### config.mk
export PLATFORM = sky130hd
export DESIGN_NAME = fpu_dispatch
export DESIGN_NICKNAME = d
export VERILOG_FILES = /design/src/rtl/fpu_dispatch_pkg.sv /design/src/rtl/fpu_dispatch_fifo.sv /design/src/rtl/fpu_dispatch.sv
export SDC_FILE = /design/constraint.sdc
export NUM_CORES = 1
export LEC_CHECK = 0
export BUFFER_PORTS_ARGS = -buffer_cell sky130_fd_sc_hd__buf_2
export CAP_MARGIN = 20
export CORE_MARGIN = 2
export CORE_UTILIZATION = 45
export DETAILED_ROUTE_END_ITERATION = 6
export GPL_TIMING_DRIVEN = 0
export PLACE_DENSITY = 0.67
export SYNTH_ARGS = -nofsm -noshare
export SYNTH_HDL_FRONTEND = slang
export SYNTH_HIERARCHICAL = 1
export SYNTH_SLANG_ARGS = --single-unit
### constraint.sdc
create_clock -name i_clk -period 14.65 [get_ports i_clk]
set_clock_uncertainty 0.2 [all_clocks]
set_input_delay 0.7325 -clock i_clk [delete_from_list [all_inputs] [get_ports i_clk]]
set_output_delay 0.7325 -clock i_clk [all_outputs]
set_load 0.03 [all_outputs]
### src/rtl/fpu_dispatch_pkg.sv
// Shared FPU instruction encoding and flag bit positions used by the dispatch
// queue and anything that consumes its writeback flags.
package fpu_dispatch_pkg;

    typedef enum logic [2:0] {
        FPU_ADD,
        FPU_SUB,
        FPU_MUL,
        FPU_DIV,
        FPU_SQRT,
        FPU_CMP,
        FPU_FLAGS,
        FPU_NEG
    } FPUInstruction;

    // Bit positions inside the packed {z,n,c,o} flag nibble.
    localparam int unsigned FPU_FLAG_Z = 3;
    localparam int unsigned FPU_FLAG_N = 2;
    localparam int unsigned FPU_FLAG_C = 1;
    localparam int unsigned FPU_FLAG_O = 0;
    localparam int unsigned FPU_FLAG_W = 4;

    // Ops whose writeback payload is the flag nibble, not the result word.
    function automatic logic is_flags_op(input FPUInstruction inst);
        return (inst == FPU_CMP) || (inst == FPU_FLAGS);
    endfunction

endpackage

### src/rtl/fpu_dispatch_fifo.sv
// In-order circular queue with a combinational head read port and explicit count.
// DEPTH must be a power of two so the pointers wrap on their natural width.
module fpu_dispatch_fifo #(
    parameter int unsigned DEPTH = 4,
    parameter int unsigned WIDTH = 8
) (
    input  logic                   clk_i,
    input  logic                   rst_ni,
    input  logic                   push_i,
    input  logic [WIDTH-1:0]       wdata_i,
    input  logic                   pop_i,
    output logic [WIDTH-1:0]       rdata_o,
    output logic                   full_o,
    output logic                   empty_o,
    output logic [$clog2(DEPTH):0] count_o
);

    localparam int unsigned PtrW = $clog2(DEPTH);
    localparam int unsigned CntW = PtrW + 1;

    logic [WIDTH-1:0] mem_q [DEPTH];
    logic [PtrW-1:0]  head_q, head_d;
    logic [PtrW-1:0]  tail_q, tail_d;
    logic [CntW-1:0]  count_q, count_d;
    logic             do_push, do_pop;

    assign full_o  = (count_q == CntW'(DEPTH));
    assign empty_o = (count_q == '0);
    assign do_push = push_i & ~full_o;
    assign do_pop  = pop_i & ~empty_o;
    assign rdata_o = mem_q[head_q];
    assign count_o = count_q;

    always_comb begin
        head_d  = head_q;
        tail_d  = tail_q;
        count_d = count_q;
        if (do_push) begin
            tail_d = tail_q + PtrW'(1);
        end
        if (do_pop) begin
            head_d = head_q + PtrW'(1);
        end
        case ({do_push, do_pop})
            2'b10:   count_d = count_q + CntW'(1);
            2'b01:   count_d = count_q - CntW'(1);
            default: count_d = count_q;
        endcase
    end

    // Storage needs no reset: count gates every read that matters.
    always_ff @(posedge clk_i) begin
        if (do_push) begin
            mem_q[tail_q] <= wdata_i;
        end
    end

    always_ff @(posedge clk_i or negedge rst_ni) begin
        if (!rst_ni) begin
            head_q  <= '0;
            tail_q  <= '0;
            count_q <= '0;
        end else begin
            head_q  <= head_d;
            tail_q  <= tail_d;
            count_q <= count_d;
        end
    end

endmodule

### src/rtl/fpu_dispatch.sv
// Queues FPU ops, launches them one at a time and holds the tagged result and
// flags for writeback until the consumer accepts them.
module fpu_dispatch
    import fpu_dispatch_pkg::*;
#(
    parameter int unsigned DEPTH = 4,
    parameter int unsigned TAG_W = 5
) (
    input  logic                   i_clk,
    input  logic                   i_rst_n,
    input  logic                   i_valid,
    output logic                   o_ready,
    input  FPUInstruction          i_inst,
    input  logic [63:0]            i_data0,
    input  logic [63:0]            i_data1,
    input  logic [TAG_W-1:0]       i_tag,
    output logic                   o_fpu_start,
    output FPUInstruction          o_fpu_inst,
    output logic [63:0]            o_fpu_data0,
    output logic [63:0]            o_fpu_data1,
    input  logic [63:0]            i_fpu_result,
    input  logic                   i_fpu_wait,
    input  logic                   i_fpu_finished,
    input  logic                   i_fpu_z,
    input  logic                   i_fpu_n,
    input  logic                   i_fpu_c,
    input  logic                   i_fpu_o,
    output logic                   o_wb_valid,
    input  logic                   i_wb_ready,
    output logic [TAG_W-1:0]       o_wb_tag,
    output logic [63:0]            o_wb_result,
    output logic [FPU_FLAG_W-1:0]  o_wb_flags,
    output logic                   o_wb_is_flags,
    output logic [$clog2(DEPTH):0] o_count
);

    typedef struct packed {
        FPUInstruction    inst;
        logic [63:0]      data0;
        logic [63:0]      data1;
        logic [TAG_W-1:0] tag;
    } entry_t;

    typedef enum logic [1:0] {StIdle, StIssue, StBusy, StWb} state_e;

    state_e                state_q;
    logic                  start_q;
    logic                  wb_valid_q;
    logic [TAG_W-1:0]      wb_tag_q;
    logic [63:0]           wb_result_q;
    logic [FPU_FLAG_W-1:0] wb_flags_q;
    logic                  wb_is_flags_q;

    entry_t push_entry, head_entry;
    logic   push, pop, fifo_full, fifo_empty;
    logic   unused_wait;

    assign unused_wait = i_fpu_wait;

    assign push_entry = '{inst: i_inst, data0: i_data0, data1: i_data1, tag: i_tag};
    assign o_ready    = ~fifo_full;
    assign push       = i_valid & ~fifo_full;
    // The head is retired the moment its result is captured.
    assign pop        = (state_q == StBusy) & i_fpu_finished;

    fpu_dispatch_fifo #(
        .DEPTH(DEPTH),
        .WIDTH($bits(entry_t))
    ) u_fifo (
        .clk_i  (i_clk),
        .rst_ni (i_rst_n),
        .push_i (push),
        .wdata_i(push_entry),
        .pop_i  (pop),
        .rdata_o(head_entry),
        .full_o (fifo_full),
        .empty_o(fifo_empty),
        .count_o(o_count)
    );

    // Operands come straight from the head, so they stay put until the pop.
    assign o_fpu_inst  = head_entry.inst;
    assign o_fpu_data0 = head_entry.data0;
    assign o_fpu_data1 = head_entry.data1;

    assign o_fpu_start   = start_q;
    assign o_wb_valid    = wb_valid_q;
    assign o_wb_tag      = wb_tag_q;
    assign o_wb_result   = wb_result_q;
    assign o_wb_flags    = wb_flags_q;
    assign o_wb_is_flags = wb_is_flags_q;

    always_ff @(posedge i_clk or negedge i_rst_n) begin
        if (!i_rst_n) begin
            state_q       <= StIdle;
            start_q       <= 1'b0;
            wb_valid_q    <= 1'b0;
            wb_tag_q      <= '0;
            wb_result_q   <= '0;
            wb_flags_q    <= '0;
            wb_is_flags_q <= 1'b0;
        end else begin
            start_q <= 1'b0;
            unique case (state_q)
                StIdle: begin
                    if (!fifo_empty) begin
                        state_q <= StIssue;
                        start_q <= 1'b1;
                    end
                end
                StIssue: begin
                    state_q <= StBusy;
                end
                StBusy: begin
                    if (i_fpu_finished) begin
                        wb_valid_q             <= 1'b1;
                        wb_tag_q               <= head_entry.tag;
                        wb_result_q            <= i_fpu_result;
                        wb_flags_q[FPU_FLAG_Z] <= i_fpu_z;
                        wb_flags_q[FPU_FLAG_N] <= i_fpu_n;
                        wb_flags_q[FPU_FLAG_C] <= i_fpu_c;
                        wb_flags_q[FPU_FLAG_O] <= i_fpu_o;
                        wb_is_flags_q          <= is_flags_op(head_entry.inst);
                        state_q                <= StWb;
                    end
                end
                StWb: begin
                    // Count already reflects the pop done on the finish cycle.
                    if (i_wb_ready) begin
                        wb_valid_q <= 1'b0;
                        if (!fifo_empty) begin
                            state_q <= StIssue;
                            start_q <= 1'b1;
                        end else begin
                            state_q <= StIdle;
                        end
                    end
                end
            endcase
        end
    end

`ifndef SYNTHESIS
    finish_only_in_busy: assert property (@(posedge i_clk) disable iff (!i_rst_n)
        i_fpu_finished |-> (state_q == StBusy))
        else $error("fpu_dispatch: finish pulse outside BUSY ignored");
`endif

endmodule
==> key figures <==
Critical path
  – CP Data Required Time: between 10,000 and 15,000 ps
  – CP Max Fanout: 10
  – Crit path DAT: 2530 ps
  – Critical Path Sink Type: output port
  – Setup crit start kind: flip-flop
  – Crit path kind: flip-flop to output port

Timing
  – Max Clk Rate: 0.289 GHz
  – Max-slew headroom at the worst pin: about two fifths
  – Max-slew violations: 0
  – Final period util: around a quarter
  – Endpoints failing hold: 0
  – Min Clock Period, post-route: about 3500 ps
  – RSZ-0062 raised after global routing: false
  – Slew at the pin closest to its max-slew limit: roughly 900 ps
  – Number of setup violations in the final report: 0
  – Sum Neg Setup Slack: 0 ps

Power and ir drop
  – Pwr dens: 231 nW/um2
  – Clock power frac: roughly 25%
  – NetSw: ~2.3 mW
  – P_leak: around 11 nW
  – Flop pwr share: 37.7%
  – Switching portion of total power: around a third
  – Combinational fraction of design power: a little under two fifths
  – Pwr Total: approximately 6.7 mW
  – VDD IR max: about 110 uV
  – Total internal power: around 4.3 mW

Floorplan
  – I/O pin count: 421
  – Die ar.: ~54,000 um2
  – Total core area: approximately 51,000 um2
  – Cell row count: 83
  – Die span in x: approximately 230 um
  – Initial Utilization: 45.6%
  – Chip height: around 230 um

Routing
  – Via count: 11,200
  – Routed Antenna Nets: 0
  – Pre-antenna DRT Iters: 4
  – Number of remaining DRC errors: 0
  – Routed WL: slightly below 50,000 um
  – DR WL/cell: about 22 um
  – Initial DRC count: slightly above 600
  – Vias per cell: about 5.1

Synthesis
  – Avg Synthesized Cell Area: roughly 25 um2
  – Post-synth EDFFs: ~540
  – Distinct cells, synth: 36
  – Post-Syn Area: 23,400 um2
  – Ys Warns: 6
  – Post-Syn Nets: between 1,000 and 1,500
  – Post-synth ARST share: a little over an eighth
  – Synth Register Bits: around 630
  – Register area share after synthesis: 78.8%
  – Count of mapped cells out of synthesis: 940
  – Primary FF master, synth: edfxtp_1

Clock network
  – Post CTS Setup Buffer Count: 0
  – H-Tree Depth: 3
  – CTS Buf Count: between 60 and 70
  – Clk buf depth: 3
  – Clock Root Buffer: clkbuf_16
  – CTS tree: built
  – Clk slew on worst S/H paths: 60 ps
  – Sinks on the clock net: around 630
  – Latest clock arrival within the worst-skew pair: between 500 and 600 ps

Run status
  – Run status: finished clean

Global route
  – Gr usage total: 18.2%
  – Largest net degree at the start of global routing: 67
  – Antenna violations before repair: 11
  – First-pass GRT wire length: slightly above 70,000 um
  – GR Overflow Total: 0
  – Vias in the first global route: about 12,000

Placed design
  – Placer Congestion: about 0.76
  – Hpwl dp: between 30,000 and 40,000 um
  – Port Buf Inserts: ~420

Cells and area
  – Fraction of layout instances using a drive strength above 1: a little over half
  – Most frequent cells in the layout: 544 x edfxtp_1, 433 x buf_2, 136 x mux4_2
  – Fillers: between 3,000 and 4,000
  – Fin nets: ~1,700
  – Commonest non-fill, non-tap cell in the layout: edfxtp_1
  – Syn-to-layout area delta: 23.2%

Min path
  – Worst hold path class: input port to flip-flop

Run
  – Maxcap violations: 0
## final cells by class
type,instances,area [um2],share of cell area (%)
Timing Repair Buffer,432,2400,8.32
Multi-Input combinational cell,260,4470,15.5
Tap cell,680,851,2.95
Clock buffer,84,1810,6.28
Sequential cell,629,18500,63.9
Buffer,40,482,1.67
Antenna cell,4,10.0,0.0346
Clock inverter,36,360,1.25
Inverter,11,41.3,0.143
## cells in the mapped netlist (2+ instances only)
cell / count / area share [%]
nor2b_1: 2 / 0.053
xnor2_1: 4 / 0.15
buf_2: 15 / 0.32
buf_4: 3 / 0.096
nor3_1: 2 / 0.043
mux2_2: 35 / 1.7
nand2b_1: 3 / 0.080
buf_12: 16 / 1.4
ha_1: 10 / 0.53
inv_1: 11 / 0.18
and2_1: 4 / 0.11
edfxtp_1: 544 / 70
nand2_1: 4 / 0.064
mux4_2: 136 / 13
dfrtp_1: 85 / 9.1
xor2_1: 3 / 0.11
nor2_1: 2 / 0.032
buf_6: 4 / 0.19
mux2_4: 40 / 2.6
## critical path, cell delays in order (launching register included)
cell and delay, ps:
dfrtp_1 340, buf_2 350, clkbuf_1 610, mux4_2 430, buf_2 200
## sequential cells by signal (all words and copies together) (netlist names)
register,flops
o_fpu_start,1
o_wb_flags,4
o_wb_is_flags,1
o_wb_result,64
o_wb_tag,5
o_wb_valid,1
state_q,2
u_fifo/count_o,3
u_fifo/head_q,2
u_fifo/mem_q,544
u_fifo/tail_q,2
## path summary, 6_finish.rpt
kind	depth (start not counted)	startpoint	to	slack, ps
worst max-delay path	4	u_fifo/head_q[1]	o_fpu_data1[44]	11190
worst min-delay path	1	i_data0[45]	u_fifo/mem_q[0][114]	150
worst max register to register	5	u_fifo/count_o[2]	u_fifo/mem_q[1][26]	11510
worst min register to register	1	o_wb_result[62]	o_wb_result[62]	300
max in group asynchronous	3	i_rst_n	o_wb_result[7]	13240
min in group asynchronous	2	i_rst_n	o_wb_result[45]	380
## power groups by stage
stage               Combinational [mW]  Sequential (mW)  Clock [mW]
CTS                               2.56             2.52        1.71
detailed placement                2.55             2.56           0
finish                            2.50             2.52        1.66
floorplan                         1.58             2.80           0
global placement                  2.49             2.63           0
global route                      2.66             2.56        1.78
## logic make-up (layout without fill, tap and decap cells)
| kind of cell | after synthesis | after routing | synth area share (%) |
|---|---|---|---|
| AOI/OAI and AO/OA | 10 | 10 | 0.320 |
| and+or+nand+nor | 21 | 21 | 0.496 |
| other | 0 | 4 | 0 |
| adders and majority gates | 11 | 11 | 0.619 |
| xor gates and xnor gates | 7 | 7 | 0.262 |
| muxes | 211 | 211 | 17.3 |
| DFF | 629 | 629 | 78.8 |
| buffers and inverters | 51 | 603 | 2.23 |
## through the flow
| step | setup slack [ps] | cells | instance area, um2 | hold WS, ps | utilization (%) |
|---|---|---|---|---|---|
| final | 11190 | 2176 | 28900 | 150 | 56.2 |
| after global placement | 6570 | 2039 | 26400 | 284 | 51.3 |
| after global routing | 11030 | 2174 | 28900 | 116 | 56.2 |
| after CTS | 11100 | 2172 | 28900 | 101 | 56.2 |
| after floorplan | 9610 | 940 | 23400 | 237 | - |
| after detailed placement | 11310 | 2051 | 26700 | 288 | 51.9 |
## repair_timing
item	in CTS	in global routing
hold buffers	1	0
resized for setup	0	0
endpoints found under the hold margin	19	0
## metal layers
| layer | GRT usage (%) | part of all wire (%) | vias up |
|---|---|---|---|
| li1 | - | - | 4940 |
| met1 | 22.9 | 40 | 5803 |
| met2 | 30.0 | 50 | 336 |
| met3 | 5.71 | 7.1 | 98 |
| met4 | 6.17 | 2.4 | 12 |
| met5 | 0 | 0.15 | - |
(Power assumes the default switching activity.)
